**src/rtl/shift_stage_if.sv**
```systemverilog
// Bundle of request, shifter-side and result handshake signals for shift_stage.
// The slave modport is the stage itself; the master modport is its environment.
interface shift_stage_if;
    logic        req_valid;
    logic        req_ready;
    logic [15:0] req_data;
    logic [7:0]  req_amt;
    logic [2:0]  req_mode;

    logic [15:0] sh_in;
    logic [3:0]  sh_n;
    logic [2:0]  sh_mode;
    logic [15:0] sh_out;

    logic        res_valid;
    logic        res_ready;
    logic [15:0] res_data;
    logic        res_carry;
    logic        res_zero;
    logic        busy;

    modport slave (
        input  req_valid, req_data, req_amt, req_mode, sh_out, res_ready,
        output req_ready, sh_in, sh_n, sh_mode, res_valid, res_data, res_carry, res_zero, busy
    );

    modport master (
        output req_valid, req_data, req_amt, req_mode, sh_out, res_ready,
        input  req_ready, sh_in, sh_n, sh_mode, res_valid, res_data, res_carry, res_zero, busy
    );
endinterface

```
**src/rtl/shift_stage.sv**
```systemverilog
// Queued shift/rotate stage: FIFO of requests feeds an external combinational shifter,
// the result is patched for out-of-range shift amounts and registered with carry/zero flags.
module shift_stage #(
    parameter int DEPTH = 2
) (
    input  logic          clk,
    input  logic          reset,
    shift_stage_if.slave  bus
);
    localparam int PW = (DEPTH > 1) ? $clog2(DEPTH) : 1;
    localparam int CW = PW + 1;

    typedef enum logic [2:0] {OP_PASS, OP_LSR, OP_ASR, OP_ROR, OP_LSL, OP_ROL} op_e;

    function automatic op_e decode(input logic [2:0] m);
        case (m)
            3'b001:         return OP_LSR;
            3'b010:         return OP_ASR;
            3'b011:         return OP_ROR;
            3'b101, 3'b110: return OP_LSL;
            3'b111:         return OP_ROL;
            default:        return OP_PASS;
        endcase
    endfunction

    // The shifter only sees amt[3:0]; logical/arithmetic shifts of 16 or more are resolved here.
    function automatic logic [15:0] fix_result(input logic [15:0] d, input logic [7:0] amt,
                                               input op_e op, input logic [15:0] sh);
        logic big;
        big = (amt[7:4] != 4'd0);
        case (op)
            OP_LSR, OP_LSL: return big ? 16'd0 : sh;
            OP_ASR:         return big ? {16{d[15]}} : sh;
            default:        return sh;
        endcase
    endfunction

    function automatic logic calc_carry(input logic [15:0] d, input logic [7:0] amt,
                                        input op_e op, input logic [15:0] r);
        logic [3:0] n;
        logic       big;
        logic       at16;
        n    = amt[3:0];
        big  = (amt[7:4] != 4'd0);
        at16 = (amt == 8'd16);
        case (op)
            OP_LSR:  return big ? (at16 & d[15]) : ((n != 4'd0) & d[n - 4'd1]);
            OP_ASR:  return big ? d[15] : ((n != 4'd0) & d[n - 4'd1]);
            OP_LSL:  return big ? (at16 & d[0]) : ((n != 4'd0) & d[4'd0 - n]);
            OP_ROR:  return (n != 4'd0) & r[15];
            OP_ROL:  return (n != 4'd0) & r[0];
            default: return 1'b0;
        endcase
    endfunction

    logic [15:0]   data_mem_q [DEPTH];
    logic [7:0]    amt_mem_q  [DEPTH];
    logic [2:0]    mode_mem_q [DEPTH];

    logic [PW-1:0] wr_ptr_q, wr_ptr_d;
    logic [PW-1:0] rd_ptr_q, rd_ptr_d;
    logic [CW-1:0] count_q, count_d;
    logic          res_valid_q, res_valid_d;
    logic [15:0]   res_data_q, res_data_d;
    logic          res_carry_q, res_carry_d;
    logic          res_zero_q, res_zero_d;

    logic          empty, full, accept, issue;
    logic [15:0]   head_data;
    logic [7:0]    head_amt;
    logic [2:0]    head_mode;
    op_e           head_op;

    assign empty     = (count_q == '0);
    assign full      = (count_q == CW'(DEPTH));
    assign accept    = bus.req_valid && !full;
    assign issue     = !empty && (!res_valid_q || bus.res_ready);
    assign head_data = data_mem_q[rd_ptr_q];
    assign head_amt  = amt_mem_q[rd_ptr_q];
    assign head_mode = mode_mem_q[rd_ptr_q];
    assign head_op   = decode(head_mode);

    assign bus.sh_in   = empty ? 16'd0 : head_data;
    assign bus.sh_mode = empty ? 3'd0 : head_mode;
    assign bus.sh_n    = (empty || head_op == OP_PASS) ? 4'd0 : head_amt[3:0];

    always_comb begin
        wr_ptr_d    = accept ? wr_ptr_q + PW'(1) : wr_ptr_q;
        rd_ptr_d    = issue ? rd_ptr_q + PW'(1) : rd_ptr_q;
        count_d     = count_q;
        if (accept && !issue) count_d = count_q + CW'(1);
        if (!accept && issue) count_d = count_q - CW'(1);

        res_valid_d = res_valid_q;
        res_data_d  = res_data_q;
        res_carry_d = res_carry_q;
        res_zero_d  = res_zero_q;
        if (issue) begin
            res_valid_d = 1'b1;
            res_data_d  = fix_result(head_data, head_amt, head_op, bus.sh_out);
            res_carry_d = calc_carry(head_data, head_amt, head_op, res_data_d);
            res_zero_d  = (res_data_d == 16'd0);
        end else if (bus.res_ready) begin
            res_valid_d = 1'b0;
        end
    end

    // Reset drops every handshake seen in the same cycle.
    always_ff @(posedge clk) begin
        if (reset) begin
            wr_ptr_q    <= '0;
            rd_ptr_q    <= '0;
            count_q     <= '0;
            res_valid_q <= 1'b0;
            res_data_q  <= 16'd0;
            res_carry_q <= 1'b0;
            res_zero_q  <= 1'b0;
        end else begin
            wr_ptr_q    <= wr_ptr_d;
            rd_ptr_q    <= rd_ptr_d;
            count_q     <= count_d;
            res_valid_q <= res_valid_d;
            res_data_q  <= res_data_d;
            res_carry_q <= res_carry_d;
            res_zero_q  <= res_zero_d;
        end
    end

    always_ff @(posedge clk) begin
        if (!reset && accept) begin
            data_mem_q[wr_ptr_q] <= bus.req_data;
            amt_mem_q[wr_ptr_q]  <= bus.req_amt;
            mode_mem_q[wr_ptr_q] <= bus.req_mode;
        end
    end

    assign bus.req_ready = !full;
    assign bus.res_valid = res_valid_q;
    assign bus.res_data  = res_data_q;
    assign bus.res_carry = res_carry_q;
    assign bus.res_zero  = res_zero_q;
    assign bus.busy      = !empty || res_valid_q;
endmodule

```
**src/flat_wrapper.sv**
```systemverilog
// flat-port wrapper written by rule: the top's interface ports become plain ports
module shift_stage_flat 
#(
    parameter int DEPTH = 2
)
  (clk, reset, bus_req_valid, bus_req_data, bus_req_amt, bus_req_mode, bus_sh_out, bus_res_ready, bus_req_ready, bus_sh_in, bus_sh_n, bus_sh_mode, bus_res_valid, bus_res_data, bus_res_carry, bus_res_zero, bus_busy);
  shift_stage_if bus_i ();
  input  logic clk;
  input  logic reset;
  input wire logic [$bits(bus_i.req_valid)-1:0] bus_req_valid;
  input wire logic [$bits(bus_i.req_data)-1:0] bus_req_data;
  input wire logic [$bits(bus_i.req_amt)-1:0] bus_req_amt;
  input wire logic [$bits(bus_i.req_mode)-1:0] bus_req_mode;
  input wire logic [$bits(bus_i.sh_out)-1:0] bus_sh_out;
  input wire logic [$bits(bus_i.res_ready)-1:0] bus_res_ready;
  output wire logic [$bits(bus_i.req_ready)-1:0] bus_req_ready;
  output wire logic [$bits(bus_i.sh_in)-1:0] bus_sh_in;
  output wire logic [$bits(bus_i.sh_n)-1:0] bus_sh_n;
  output wire logic [$bits(bus_i.sh_mode)-1:0] bus_sh_mode;
  output wire logic [$bits(bus_i.res_valid)-1:0] bus_res_valid;
  output wire logic [$bits(bus_i.res_data)-1:0] bus_res_data;
  output wire logic [$bits(bus_i.res_carry)-1:0] bus_res_carry;
  output wire logic [$bits(bus_i.res_zero)-1:0] bus_res_zero;
  output wire logic [$bits(bus_i.busy)-1:0] bus_busy;
  assign bus_i.req_valid = bus_req_valid;
  assign bus_i.req_data = bus_req_data;
  assign bus_i.req_amt = bus_req_amt;
  assign bus_i.req_mode = bus_req_mode;
  assign bus_i.sh_out = bus_sh_out;
  assign bus_i.res_ready = bus_res_ready;
  assign bus_req_ready = bus_i.req_ready;
  assign bus_sh_in = bus_i.sh_in;
  assign bus_sh_n = bus_i.sh_n;
  assign bus_sh_mode = bus_i.sh_mode;
  assign bus_res_valid = bus_i.res_valid;
  assign bus_res_data = bus_i.res_data;
  assign bus_res_carry = bus_i.res_carry;
  assign bus_res_zero = bus_i.res_zero;
  assign bus_busy = bus_i.busy;
  shift_stage #(.DEPTH(DEPTH)) u_core (.clk(clk), .reset(reset), .bus(bus_i));
endmodule
```
**config.mk**
```make
export PLATFORM = sky130hd
export DESIGN_NAME = shift_stage_flat
export DESIGN_NICKNAME = d
export VERILOG_FILES = /design/src/rtl/shift_stage_if.sv /design/src/rtl/shift_stage.sv /design/src/flat_wrapper.sv
export SDC_FILE = /design/constraint.sdc
export NUM_CORES = 1
export LEC_CHECK = 0
export CAP_MARGIN = 5
export CORE_MARGIN = 5
export CORE_UTILIZATION = 30
export CTS_CLUSTER_SIZE = 10
export DETAILED_ROUTE_END_ITERATION = 7
export PLACE_DENSITY_LB_ADDON = 0.12
export SKIP_CTS_REPAIR_TIMING = 1
export SYNTH_ARGS = -nofsm -noshare
export SYNTH_HDL_FRONTEND = slang
export SYNTH_SLANG_ARGS = --single-unit
```
**constraint.sdc**
```tcl
create_clock -name clk -period 3.33 [get_ports clk]
set_input_delay 0.4995 -clock clk [delete_from_list [all_inputs] [get_ports clk]]
set_output_delay 0.4995 -clock clk [all_outputs]
set_load 0.02 [all_outputs]
```
Word-level counts from Yosys, hierarchy flattened
Memory sizes are Yosys's and may differ from the RTL's. A register that Yosys moved wholly into a read port is not among the register bits.
Index checks and enable logic that the tools add are counted.
{ "totals": {"input_bits": 47, "ff_bits": 23, "ramBits": 54, "n_memories": 3, "output_inout_bits": 44, "romBits": 0, "latchBits": 0, "word_cells": 88} }
{ "classes": {"div_mod_pow": 0, "shifts": 0, "bitwise_logic": 6, "mux": 28, "multipliers": 0, "eq_ne": 13, "n_reduce_logical": 23, "n_lt_le_gt_ge": 2, "add_sub_neg": 6} }
{ "memory_table": {"columns": ["name", "words", "width", "read_ports", "rd_clocked_by_memory_dff", "wr", "line_no", "text"], "rows": [
  ["u_core.data_mem_q", 2, 16, 1, 1, 1, "shift_stage.sv:56", "logic [15:0] data_mem_q [DEPTH];"],
  ["u_core.amt_mem_q", 2, 8, 1, 1, 1, "shift_stage.sv:57", "logic [7:0] amt_mem_q [DEPTH];"],
  ["u_core.mode_mem_q", 2, 3, 1, 1, 1, "shift_stage.sv:58", "logic [2:0] mode_mem_q [DEPTH];"]
]} }
{ "op_table": {"columns": ["cell", "count"], "rows": [
  ["two-way mux 16 bit", 4],
  ["one-hot mux 16 bit (2 select lines)", 1],
  ["logical NOT 16 bit", 1],
  ["== test 3 bit, second input constant", 5],
  ["two-way mux 1 bit", 15],
  ["one-hot mux 3 bit (5 select lines)", 1],
  ["== test 3 x 2 -> 1 bit, second input constant", 4],
  ["less-than comparator 4 x 5 -> 1 bit, second input constant", 2],
  ["binary-select mux 1 bit (select 4 bit)", 2],
  ["== test 8 x 5 -> 1 bit, second input constant", 1],
  ["nonzero test 4 bit", 2],
  ["AND 1 bit", 6],
  ["== test 3 x 1 -> 1 bit, second input constant", 2],
  ["logical NOT 1 bit", 6],
  ["logical AND 1 bit", 5],
  ["one-hot mux 1 bit (5 select lines)", 1],
  ["two-way mux 2 bit", 2],
  ["two-way mux 4 bit", 1],
  ["nonzero test 2 bit", 2],
  ["OR reduction 2 bit", 2],
  ["subtractor 1 x 4 -> 4 bit, first input constant", 1],
  ["subtractor 4 x 1 -> 4 bit, second input constant", 1],
  ["logical NOT 3 bit", 1],
  ["logical OR 1 bit", 3],
  ["other kinds (6)", 7]
]} }

Logic depth before layout (Yosys ltp)
Gate-level depths: netlist of run 1.
{ "depth": {"ltp_word": 9, "mapped_depth": 12} }

Least setup slack after synthesis of run 1
Ideal clock, no wire load.
{ "synth_timing": {"path_kind": "reg-to-reg", "startpoint": "reg u_core.count_q[0]", "endpoint": "mem u_core.amt_mem_q[1][0], enable pin", "required_time_ps": 2879, "t_arrival_ps": 2860, "path_slack_ps": 19, "stages_incl_launch_ff": 4, "cell_sequence": "dfxtp_1 > nand2b_1 > nand2_1 > nor3b_1"} }
{ "synth_between": {"elab_chain_cells": 6} }
{ "synth_lines": {"columns": ["item", "line_no", "text"], "rows": [
  ["start: declaration", "shift_stage.sv:62", "logic [CW-1:0] count_q, count_d;"],
  ["start signal: assignment", "shift_stage.sv:121", "count_q <= count_d;"],
  ["== test 2 bit", "shift_stage.sv:75", "assign full = (count_q == CW'(DEPTH));"],
  ["logical NOT 1 bit", null, null],
  ["named net bus_req_ready", "flat_wrapper.sv:16", "output wire logic [$bits(bus_i.req_ready)-1:0] bus_req_ready;"],
  ["logical AND 1 bit", "shift_stage.sv:76", "assign accept = bus.req_valid && !full;"],
  ["logical AND 1 bit", "shift_stage.sv:130", "if (!reset && accept) begin"],
  ["two-way mux 1 bit", "shift_stage.sv:130", null],
  ["two-way mux 1 bit (implied by the code)", "shift_stage.sv:132", "amt_mem_q[wr_ptr_q] <= bus.req_amt;"],
  ["end: declaration", "shift_stage.sv:57", null]
]} }
The timed path passes the listed nets, and every way through them passes these cells.

==> flow_metrics.env, run 1 <==
export IMPL_required_ns=2.83
export IMPL_async_flop_share=0
export IMPL_finalCriticalPeriod_ns=2.99
export IMPL_ys_warn_count=0
export IMPL_drt_iter0_markers=203
export IMPL_vias_per_cell=4.98
export IMPL_hp_start="u_core.bus.res_data[10]$_SDFFE_PP0P_"
export IMPL_max_slew_margin_rel=0.477
export IMPL_arrival_ns=2.49
export IMPL_netlist_area_um2=3990
export IMPL_max_freq_mhz=334
export IMPL_routed_top_layer="met4"
export IMPL_routed_wl_mm=10.9
export IMPL_leakagePower_nw=1.84
export IMPL_rsz0062_at_grt="false"
export IMPL_nets=500
export IMPL_whs_path_depth=2
export IMPL_synth_nets=406
export IMPL_die_width_um=125
export IMPL_grt_overflow=0
export IMPL_ff2ff_path_depth=8
export IMPL_finalHoldViolCount=0
export IMPL_fin_hold_ws_ns=0.496
export IMPL_fp_dieH_um=125
export IMPL_min_path_type="reg2reg"
export IMPL_crit_path_start_kind="flop"
export IMPL_dp_hpwl_mm=8.37
export IMPL_routabilityCongestion=0.925
export IMPL_fill_cells=1289
export IMPL_areaGrowthSynthToFinish_pct=35.5
export IMPL_track_usage=0.142
export IMPL_peakVddDrop_mv=0.348
export IMPL_clk_latency_ns=0.34
export IMPL_grt_pass1_wl_mm=17.4
export IMPL_die_area_um2=15700
export IMPL_cts_tree="done"
export IMPL_grt_pass1_vias=3165
export IMPL_cp_end_kind="primary output"
export IMPL_vias=3145
export IMPL_ys_ff_latch=78
export IMPL_crit_type="reg2out"
export IMPL_clk_pin_slew_worst_paths_ns=0.06
export IMPL_cts_root_buf="clkbuf_16"
export IMPL_finalClockSkew_ns=0.00891
export IMPL_antenna_found_initial=0
export IMPL_io_pins=91
export IMPL_worstMarginPinSlew_ns=0.776
export IMPL_power_density_nw_per_um2=872
export IMPL_cap_viol_max_count=0
export IMPL_rows=42
export IMPL_synth_edf_count=54
export IMPL_cts_made_buffers=9
export IMPL_drv_slew=0
export IMPL_placeableCoreArea_um2=13100
export IMPL_cp_max_fo=33
export IMPL_multi_input_area_um2=1750
export IMPL_final_setup_viol_count=0
export IMPL_period_share=0.898
export IMPL_clockBufferDepth=2
export IMPL_r2r_slack_ns=0.51
export IMPL_drc_errors=0
export IMPL_drive_gt1_frac=0.119
export IMPL_seqCellArea_um2=2100
export IMPL_met1_length_mm=5.32
export IMPL_h_tree_depth=3
export IMPL_wl_per_cell_um=17.3
export IMPL_r2r_end="u_core.bus.res_carry$_SDFFE_PP0P_"
export IMPL_dr_wl_met3_um=393
export IMPL_ys_seq_area_frac=0.527
export IMPL_initial_utilization=0.303
export IMPL_diodes=0
export IMPL_status="finished, final reports clean"
export IMPL_ys_types=57
export IMPL_wl_met2_mm=4.98
export IMPL_clock_sinks=78
export IMPL_synth_ff_type="edfxtp_1"
export IMPL_hold_path_end="u_core.bus.res_data[10]$_SDFFE_PP0P_"
export IMPL_syn_area_per_cell_um2=11.2
export IMPL_grt_max_degree=34
export IMPL_dr_pass1_iters=4
export IMPL_finalSetupTns_ns=0
export IMPL_numPortBuffers=90
export IMPL_detail_route_antenna_nets=0
export IMPL_synth_cells=356
==> flip-flops by register name, indices dropped and copies added (netlist names), named ones only <==
name / count
u_core.amt_mem_q: 16
u_core.bus.res_carry: 1
u_core.bus.res_data: 16
u_core.bus.res_valid: 1
u_core.bus.res_zero: 1
u_core.count_q: 2
u_core.data_mem_q: 32
u_core.mode_mem_q: 6
u_core.rd_ptr_q: 1
u_core.wr_ptr_q: 1
==> stage by stage <==
stage                     total power, W  instance area (µm²)  utilization  setup slack [ns]  std cells
final                            0.00471                 5400        0.411             0.339        631
after detailed placement         0.00379                 5100        0.388             0.507        615
after floorplan                  0.00292                 3990            -            0.0191        356
after global routing             0.00500                 5400        0.411             0.115        631
after global placement           0.00377                 5100        0.388             0.556        615
after CTS                        0.00477                 5400        0.411             0.285        631
==> final cells by class <==
type | count | area share
Multi-Input combinational cell | 250 | 0.323
Sequential cell | 78 | 0.389
Tap cell | 176 | 0.0408
Timing Repair Buffer | 104 | 0.186
Clock inverter | 2 | 0.00255
Inverter | 7 | 0.00486
Clock buffer | 14 | 0.0528
==> cell usage in the layout (no fill, tap or decap), drive strengths merged, types with 2 or more instances in the layout <==
cell type and count:
clkdlybuf4s50 90, edfxtp 54, nor2 54, nand2 29, mux2i 29, dfxtp 24, a211oi 21, a21oi 19
buf 14, clkbuf 14, o21ai 9, xnor2 8, mux2 7, inv 7, mux4 6, nor4 6
nand2b 5, or3 4, nand4 4, nor3 4, nand3 3, a32oi 3, a22oi 3, ha 3
o22a 2, xor2 2, a32o 2, nor2b 2, a221oi 2, o2111ai 2, a31oi 2, o22ai 2
o211ai 2, clkinv 2
==> worst max path at each step <==
stage / endpoint / start / cells after the start / slack, ns
floorplan: u_core.amt_mem_q[1][0]$_DFFE_PP_ / u_core.count_q[0]$_SDFFE_PP0P_ / 3 / 0.02
global placement: u_core.bus.res_carry$_SDFFE_PP0P_ / flop / 8 / 0.56
detailed placement: u_core.bus.res_carry$_SDFFE_PP0P_ / flop / 8 / 0.51
CTS: bus_sh_n[3] / flop / 4 / 0.28
global route: bus_sh_n[3] / flop / 4 / 0.11
finish: bus_sh_n[3] / flop / 4 / 0.34
==> cells by family after synthesis <==
| group | count (synthesis) | share of synthesized area |
|---|---|---|
| compound gates | 76 | 0.133 |
| xor+xnor | 10 | 0.0220 |
| fa+ha+maj | 3 | 0.00942 |
| buf+inv | 28 | 0.0370 |
| flops | 78 | 0.527 |
| mux | 42 | 0.132 |
| simple gates | 119 | 0.140 |
==> worst max-delay path, cell delays in order (launching register included) <==
cell and delay [ns]:
dfxtp_2 0.49, buf_4 0.45, mux2i_1 0.50, nor2_1 0.14, clkdlybuf4s50_1 0.57
==> where the power goes <==
group	switching [W]	leakage, nW	internal (W)
sequential	0.000133	0.693	0.00123
clock	0.000372	0.148	0.000591
combinational	0.00133	0.996	0.00105
total	0.00183	1.84	0.00288
==> cells in the mapped netlist (7+ instances only) <==
master / count / area (µm²)
a21oi_1: 19 / 95.1
o21ai_0: 9 / 45.0
nor2_1: 53 / 199
edfxtp_1: 54 / 1620
a211oi_1: 21 / 158
xnor2_1: 8 / 70.1
mux2i_1: 26 / 260
clkbuf_1: 9 / 33.8
mux2_2: 7 / 78.8
buf_2: 7 / 35.0
dfxtp_1: 24 / 480
nand2_1: 29 / 109
==> metal layers <==
| metal | up-vias | GRT usage |
|---|---|---|
| met3 | 17 | 0.0311 |
| met2 | 71 | 0.212 |
| met4 | 0 | 0.0638 |
| li1 | 1537 | - |
| met5 | - | 0 |
| met1 | 1520 | 0.198 |
Power figures use the tool's default switching activity.
==> inputs of run 2 (changes only) <==
--- a/config.mk
+++ b/config.mk
@@ -7,7 +7,7 @@
 export LEC_CHECK = 0
 export CAP_MARGIN = 5
 export CORE_MARGIN = 5
-export CORE_UTILIZATION = 30
+export CORE_UTILIZATION = 46
 export CTS_CLUSTER_SIZE = 10
 export DETAILED_ROUTE_END_ITERATION = 7
 export PLACE_DENSITY_LB_ADDON = 0.12
==> run 2 against run 1 <==
First-iteration DRC count up 11%; clock skew increased by 0.0032 ns; global-route usage grew 6.1 points; highest routed layer unchanged; final area is 2.8% lower; wire length decreased by 5.6%; die area decreased by 32%; largest cell class unchanged.
==> flow_metrics.env, run 2 (synthesis gave the netlist of run 1 again) <==
export IMPL_final_setup_viol_count=0
export IMPL_clk_pin_slew_worst_paths_ns=0.09
export IMPL_ff2ff_path_depth=8
export IMPL_numPortBuffers=90
export IMPL_crit_path_start_kind="flop"
export IMPL_mostFrequentLayoutCell="clkdlybuf4s50_1"
export IMPL_crit_family="simple AND/OR/NAND/NOR gates"
export IMPL_die_area_um2=10600
export IMPL_dp_hpwl_mm=7.78
export IMPL_antenna_found_initial=0
export IMPL_grt_pass1_vias=3112
export IMPL_drv_slew=0
export IMPL_routed_wl_mm=10.3
export IMPL_crit_chain="mux2_2 > inv_2 > ha_1 > nor4b_1 > nor2_1 > and4_1 > a31oi_1 > o211ai_2"
export IMPL_period_share=0.890
export IMPL_arrival_ns=3.19
export IMPL_routabilityCongestion=0.875
export IMPL_detail_route_antenna_nets=0
export IMPL_leakagePower_nw=1.81
export IMPL_placeableCoreArea_um2=8590
export IMPL_whs_path_depth=2
export IMPL_h_tree_depth=3
export IMPL_finalHoldViolCount=0
export IMPL_cts_made_buffers=9
export IMPL_fp_dieH_um=103
export IMPL_grt_overflow=0
export IMPL_cts_tree="done"
export IMPL_clock_sinks=78
export IMPL_grt_max_degree=30
export IMPL_worstMarginPinSlew_ns=0.737
export IMPL_crit_type="reg2reg"
export IMPL_vias=3183
export IMPL_vias_per_cell=5.64
export IMPL_dr_pass1_iters=4
export IMPL_areaGrowthSynthToFinish_pct=31.8
export IMPL_grt_pass1_wl_mm=16.4
export IMPL_drt_iter0_markers=225
export IMPL_cp_slowest_cell="nor4b_1"
export IMPL_die_width_um=103
export IMPL_finalPower_w=0.00453
export IMPL_peakVddDrop_mv=0.516
export IMPL_largest_register="u_core.data_mem_q"
export IMPL_diodes=0
export IMPL_cap_viol_max_count=0
export IMPL_initial_utilization=0.464
export IMPL_rows=34
export IMPL_worstSetupPathDepth=8
export IMPL_largest_reg_flops=32
export IMPL_max_stage_delay_ns=0.62
export IMPL_required_ns=3.56
export IMPL_finalClockSkew_ns=0.0121
export IMPL_nets=501
export IMPL_layout_common_cells="90 x clkdlybuf4s50_1, 54 x edfxtp_1, 53 x nor2_1"
export IMPL_cp_max_fo=12
export IMPL_clockBufferDepth=2
export IMPL_drive_gt1_frac=0.123
export IMPL_wl_per_cell_um=18.3
export IMPL_max_slew_margin_rel=0.503
export IMPL_finalSetupTns_ns=0
export IMPL_finalCriticalPeriod_ns=2.96
export IMPL_cp_end_kind="flop"
export IMPL_critPathBufInv=1
export IMPL_io_pins=91
export IMPL_power_density_nw_per_um2=862
export IMPL_clk_latency_ns=0.35
export IMPL_min_path_type="reg2reg"
export IMPL_cts_root_buf="clkbuf_8"
export IMPL_max_freq_mhz=337
export IMPL_track_usage=0.203
export IMPL_status="finished, final reports clean"
export IMPL_drc_errors=0
export IMPL_rsz0062_at_grt="false"
==> run 2: cell types whose count changed in the layout (fill, tap and decap cells not counted), sizes merged <==
cell    change
clkbuf      -2
bufinv      +1
inv         +1
buf         +1
==> run 2: worst paths after layout <==
check / startpoint / endpoint / slack [ns]
worst min register to register: u_core.bus.res_zero$_SDFFE_PP0P_ / u_core.bus.res_zero$_SDFFE_PP0P_ / 0.51
worst max-delay path: flop / u_core.bus.res_carry$_SDFFE_PP0P_ / 0.37
worst max register to register: flop / u_core.bus.res_carry$_SDFFE_PP0P_ / 0.37
worst min-delay path: u_core.bus.res_zero$_SDFFE_PP0P_ / u_core.bus.res_zero$_SDFFE_PP0P_ / 0.51
==> run 2: per-stage QoR <==
stage | setup slack (ns) | cell area, µm² | cells | hold slack (ns) | util
2_1_floorplan | 0.0191 | 3990 | 356 | 0.481 | -
3_5_place_dp | 0.410 | 5020 | 548 | 0.477 | 0.585
3_3_place_gp | 0.450 | 5020 | 548 | 0.468 | 0.585
5_1_grt | 0.0816 | 5250 | 564 | 0.515 | 0.611
4_1_cts | 0.335 | 5250 | 564 | 0.498 | 0.611
6_report | 0.367 | 5250 | 564 | 0.505 | 0.611
==> run 2: worst reg2reg max path, stage by stage, from the launching register on <==
cell,delay [ns]
dfxtp_2,0.52
mux2_2,0.43
inv_2,0.15
ha_1,0.38
nor4b_1,0.62
nor2_1,0.19
and4_1,0.26
a31oi_1,0.21
o211ai_2,0.10
==> run 2: layout make-up <==
type	instances	area (µm²)
Clock buffer	12	178
Clock inverter	4	50.0
Fill cell	716	3340
Inverter	7	26.3
Multi-Input combinational cell	250	1750
Sequential cell	78	2100
Tap cell	108	135
Timing Repair Buffer	105	1010
==> run 2: per-layer routing <==
layer	share of wire	track usage	routed length, µm	up-vias
li1	-	-	-	1541
met1	0.46	0.282	4750	1515
met2	0.46	0.324	4740	114
met3	0.069	0.0453	708	13
met4	0.011	0.0508	112	0
met5	0	0	0	-
==> run 2: where the power goes <==
part | internal, W | switching, W
logic | 0.00106 | 0.00131
clock network | 0.000439 | 0.000353
registers | 0.00123 | 0.000138
total | 0.00273 | 0.00180
==> inputs of run 3 (changes only) <==
--- a/config.mk
+++ b/config.mk
@@ -10,6 +10,7 @@
 export CORE_UTILIZATION = 46
 export CTS_CLUSTER_SIZE = 10
 export DETAILED_ROUTE_END_ITERATION = 7
+export HOLD_SLACK_MARGIN = 0.03
 export PLACE_DENSITY_LB_ADDON = 0.12
 export SKIP_CTS_REPAIR_TIMING = 1
 export SYNTH_ARGS = -nofsm -noshare
==> results of run 3 <==
Final layout, timing and power as in run 2 (identical DEF).
